File: src/rtl/apb_master_ctrl.sv
// APB master controller: converts single-beat host requests into APB SETUP/ACCESS
// sequences over two slaves, decoded by the top address bit, with an ACCESS-phase timeout.
module apb_master_ctrl #(
  parameter int ADDR_W  = 8,
  parameter int DATA_W  = 8,
  parameter int TIMEOUT = 16
) (
  input  logic              PCLK,
  input  logic              PRESETn,
  input  logic              req_valid,
  output logic              req_ready,
  input  logic              req_write,
  input  logic [ADDR_W-1:0] req_addr,
  input  logic [DATA_W-1:0] req_wdata,
  output logic              rsp_valid,
  output logic [DATA_W-1:0] rsp_rdata,
  output logic              rsp_err,
  output logic              PSEL1,
  output logic              PSEL2,
  output logic              PENABLE,
  output logic              PWRITE,
  output logic [ADDR_W-1:0] PADDR,
  output logic [DATA_W-1:0] PWDATA,
  input  logic [DATA_W-1:0] PRDATA1,
  input  logic [DATA_W-1:0] PRDATA2,
  input  logic              PREADY1,
  input  logic              PREADY2
);

  localparam int CNT_W = $clog2(TIMEOUT + 1);

  typedef enum logic [1:0] {
    IDLE   = 2'd0,
    SETUP  = 2'd1,
    ACCESS = 2'd2
  } state_t;

  state_t             state_r;
  logic [CNT_W-1:0]   cnt_r;
  logic               pready_s;
  logic [DATA_W-1:0]  prdata_s;

  // Only the slave addressed by the latched PADDR contributes ready/data.
  always_comb begin
    pready_s = 1'b0;
    prdata_s = {DATA_W{1'b0}};
    if (PADDR[ADDR_W-1]) begin
      pready_s = PREADY2;
      prdata_s = PRDATA2;
    end else begin
      pready_s = PREADY1;
      prdata_s = PRDATA1;
    end
  end

  assign req_ready = (state_r == IDLE) && PRESETn;

  // Transfer FSM with registered APB and response outputs.
  always_ff @(posedge PCLK) begin
    if (!PRESETn) begin
      state_r   <= IDLE;
      cnt_r     <= {CNT_W{1'b0}};
      PSEL1     <= 1'b0;
      PSEL2     <= 1'b0;
      PENABLE   <= 1'b0;
      PWRITE    <= 1'b0;
      PADDR     <= {ADDR_W{1'b0}};
      PWDATA    <= {DATA_W{1'b0}};
      rsp_valid <= 1'b0;
      rsp_err   <= 1'b0;
      rsp_rdata <= {DATA_W{1'b0}};
    end else begin
      rsp_valid <= 1'b0;
      rsp_err   <= 1'b0;
      case (state_r)
        IDLE: begin
          if (req_valid) begin
            PWRITE  <= req_write;
            PADDR   <= req_addr;
            PWDATA  <= req_wdata;
            PSEL1   <= ~req_addr[ADDR_W-1];
            PSEL2   <= req_addr[ADDR_W-1];
            cnt_r   <= {CNT_W{1'b0}};
            state_r <= SETUP;
          end else begin
            state_r <= IDLE;
          end
        end
        SETUP: begin
          PENABLE <= 1'b1;
          state_r <= ACCESS;
        end
        ACCESS: begin
          if (pready_s) begin
            PSEL1     <= 1'b0;
            PSEL2     <= 1'b0;
            PENABLE   <= 1'b0;
            rsp_valid <= 1'b1;
            rsp_rdata <= PWRITE ? {DATA_W{1'b0}} : prdata_s;
            state_r   <= IDLE;
          end else if (cnt_r == CNT_W'(TIMEOUT - 1)) begin
            // The last permitted wait cycle has elapsed: abort with an error response.
            PSEL1     <= 1'b0;
            PSEL2     <= 1'b0;
            PENABLE   <= 1'b0;
            rsp_valid <= 1'b1;
            rsp_err   <= 1'b1;
            rsp_rdata <= {DATA_W{1'b0}};
            state_r   <= IDLE;
          end else begin
            cnt_r <= cnt_r + CNT_W'(1);
          end
        end
        default: begin
          PSEL1   <= 1'b0;
          PSEL2   <= 1'b0;
          PENABLE <= 1'b0;
          state_r <= IDLE;
        end
      endcase
    end
  end

endmodule
File: config.mk
export PLATFORM = sky130hd
export DESIGN_NAME = apb_master_ctrl
export DESIGN_NICKNAME = d
export VERILOG_FILES = /design/src/rtl/apb_master_ctrl.sv
export SDC_FILE = /design/constraint.sdc
export NUM_CORES = 1
export LEC_CHECK = 0
export ABC_AREA = 0
export BUFFER_PORTS_ARGS = -buffer_cell sky130_fd_sc_hd__buf_4
export CORE_MARGIN = 4
export CORE_UTILIZATION = 48
export CTS_BUF_LIST = sky130_fd_sc_hd__clkbuf_8
export DETAILED_ROUTE_END_ITERATION = 16
export PLACE_DENSITY = 0.81
export REMOVE_ABC_BUFFERS = 1
export SETUP_SLACK_MARGIN = 0.2
export SYNTH_ARGS = -nofsm -noshare
export SYNTH_HDL_FRONTEND = slang
export SYNTH_SLANG_ARGS = --single-unit
export TNS_END_PERCENT = 50
File: constraint.sdc
create_clock -name PCLK -period 2.17 [get_ports PCLK]
set_clock_uncertainty 0.1 [all_clocks]
set_input_delay 0.651 -clock PCLK [delete_from_list [all_inputs] [get_ports PCLK]]
set_output_delay 0.651 -clock PCLK [all_outputs]
set_load 0.01 [all_outputs]
==> results.json <==
{
  "synth_fa_ha_area_frac": 0.01581,
  "grt_max_degree": 36,
  "die_w_um": 65.43,
  "synth_seq_area_share": 0.4680,
  "p_total_mw": 1.538,
  "worst_setup_path_start_kind": "register",
  "drt_iter0_drc": 92,
  "required_ps": 2290,
  "synthMuxAreaShare": 0.07273,
  "synthCells": 172,
  "ff2ff_path_depth": 6,
  "numPlacedInstances": 283,
  "drv_cap": 0,
  "peakVddDrop_mv": 0.4593,
  "final_nets": 286,
  "drc_errors": 0,
  "crit_type": "reg -> reg",
  "die_h_um": 65.43,
  "yosys_warnings": 0,
  "cts_setup_buffers": 0,
  "synth.distinct_cells": 33,
  "fmax_ghz": 0.5181,
  "grt.overflow.total": 0,
  "vias_per_cell": 4.966,
  "antenna_found_initial": 0,
  "yosysTopAreaCell": "dfxtp_1",
  "core_area_um2": 3103,
  "setup_tns_ps": 0,
  "dr.pass1.iters": 4,
  "drv_slew": 0,
  "stdcell_count": 290,
  "initial_core_util": 0.5101,
  "num_vias": 1440,
  "routed_wl_um": 3848,
  "grt_pass1_vias": 1306,
  "grt_setup_unrepaired": "no",
  "cts.sinks": 37,
  "gp_congestion": 0.7865,
  "cts_buffers": 5,
  "clk_path_buf_depth": 2,
  "clock_latency_ps": 290,
  "rows": 20,
  "grt_usage": 0.1855,
  "area_growth_pct": 46.01,
  "worst_slew_pin_slew_ps": 309.1,
  "clk_pin_slew_ps": 70,
  "ys_ff_latch": 37,
  "syn_area_um2": 1583,
  "antennaDiodeCount": 0,
  "dp_hpwl_um": 2784,
  "htree_levels": 2,
  "max_slew_margin": 0.7935,
  "synth_top_family_by_area": "simple AND/OR/NAND/NOR gates",
  "io_pins": 69,
  "setup_viol": 0,
  "status": "completed",
  "synth_compound_area_frac": 0.1810,
  "wl_per_cell_um": 13.27,
  "worstHoldPathType": "reg -> reg",
  "path_max_fanout": 6,
  "hold_viol": 0,
  "portBuffers": 68,
  "avgSynthCellArea_um2": 9.202,
  "power_density_nw_per_um2": 665.5,
  "cts-root-buf": "clkbuf_8",
  "yosysTopAreaCellShare": 0.4680,
  "drive_gt1_frac": 0.4146,
  "synth_xor_area_frac": 0,
  "tritoncts": "built",
  "cp_data_arrival_time_ps": 2050,
  "holdPathStages": 2,
  "grt_pass1_wl_um": 6072,
  "power.leakage_nw": 0.9969,
  "synthTopCellsByArea": "dfxtp_1 (47%), a21boi_0 (9.5%), nand2_1 (8.5%)",
  "end_kind": "register",
  "yosys.area_share.simple": 0.2332,
  "die-area_um2": 4280,
  "ant_nets": 0,
  "min_period_ps": 1930,
  "period_share": 0.8894
}
## per-stage QoR
step                      cell area (um2)  worst slack [ps]  hold WS [ps]    util
after global placement               2166             99.33         349.6  0.6980
final                                2311             240.0         362.1  0.7448
after global routing                 2311             197.6         380.7  0.7448
after CTS                            2275             206.6         366.7  0.7331
after floorplan                      1540             234.2         354.8       -
after detailed placement             2166             74.50         356.6  0.6980
## sequential cells by signal, indices dropped and copies added, names as in the netlist, 2 cells and up
| register | flops |
|---|---|
| PWDATA | 8 |
| state_r | 2 |
| rsp_rdata | 8 |
| cnt_r | 5 |
| PADDR | 8 |
## power breakdown
| part | switching, mW | leakage [nW] | internal [mW] |
|---|---|---|---|
| Sequential | 0.0207 | 0.303 | 0.709 |
| Clock | 0.235 | 0.0540 | 0.334 |
| Combinational | 0.102 | 0.640 | 0.137 |
## layer usage
metal / GRT usage / routed length, um / vias to the layer above
met5: 0 / 0 / -
met4: 0.05440 / 36 / 0
met3: 0.08718 / 337 / 5
met2: 0.3034 / 1885 / 51
met1: 0.2153 / 1588 / 647
li1: - / - / 737
## synth_stat cells
cell type and instances:
nor2b_1 10, clkbuf_1 7, and2_1 4, or3_1 1, or3_4 1, a21oi_1 2, and3_1 1, nand3b_1 2
buf_6 1, nand2_1 36, or3b_2 1, nand3_1 4, a21boi_0 20, o211a_1 1, buf_2 1, inv_1 1
nor2_1 6, nor3b_2 1, a21boi_1 1, o21a_1 1, mux2_2 8, o21ai_0 2, o31a_1 1, ha_1 2
nor3b_1 2, nand2b_1 3, dfxtp_1 37, o21ai_1 1, a22oi_1 8, o2bb2ai_1 2, mux2i_1 1, nor3_1 2
mux2_4 1
## critical path, cell delays in order, from the launching register on
cell,delay (ps)
dfxtp_2,350
ha_4,160
and3_4,180
ha_4,170
or3_4,390
or3_4,380
a21boi_2,140
## layout by cell type (no fill, tap or decap)
cell,instances
a21boi_2,1
or3_4,2
a21oi_1,2
mux2_4,1
bufinv_16,1
or3b_2,1
mux2_2,8
buf_4,76
dfxtp_2,2
nor3b_1,2
nor3_1,2
o21ai_0,2
nand2_1,36
nor2_1,6
o31a_1,1
inv_1,1
a21boi_0,20
and3_4,1
ha_4,2
nand3_1,4
nor3b_2,1
dfxtp_1,35
nand2b_1,3
a22oi_1,8
and2_1,4
o2bb2ai_1,2
nand3b_1,2
clkinv_2,1
o211a_1,1
o21ai_1,1
mux2i_1,1
o21a_1,1
nor2b_1,10
clkbuf_8,5
## worst paths after layout
path	startpoint	end	slack, ps
setup / recovery	cnt_r[0]$_SDFFE_PN0P_	cnt_r[3]$_SDFFE_PN0P_	240
hold / removal	PADDR[3]$_SDFFE_PN0N_	PADDR[3]$_SDFFE_PN0N_	360
setup reg to reg	cnt_r[0]$_SDFFE_PN0P_	cnt_r[3]$_SDFFE_PN0P_	240
hold reg to reg	PADDR[3]$_SDFFE_PN0N_	PADDR[3]$_SDFFE_PN0N_	360
## cells by family (layout without fill, tap and decap cells)
group           after synthesis  after routing
flops                        37             37
buf+inv                      10             84
simple gates                 74             74
fa+ha+maj                     2              2
mux                          10             10
compound gates               39             39
## final cells by class
class | instances | area, um2
multi-input cells | 125 | 834.6
fillers | 271 | 792.0
flip-flops and latches | 37 | 743.2
repair buffers | 76 | 570.5
clock buffers | 5 | 68.82
well taps | 44 | 55.05
clock inverters | 2 | 35.03
inverters | 1 | 3.754
## what timing repair did
item,CTS,global route
gates resized for setup,2,7
setup endpoints to repair,1,1
pin swaps,0,2
hold buffers,0,0
Power figures use the tool's default switching activity.
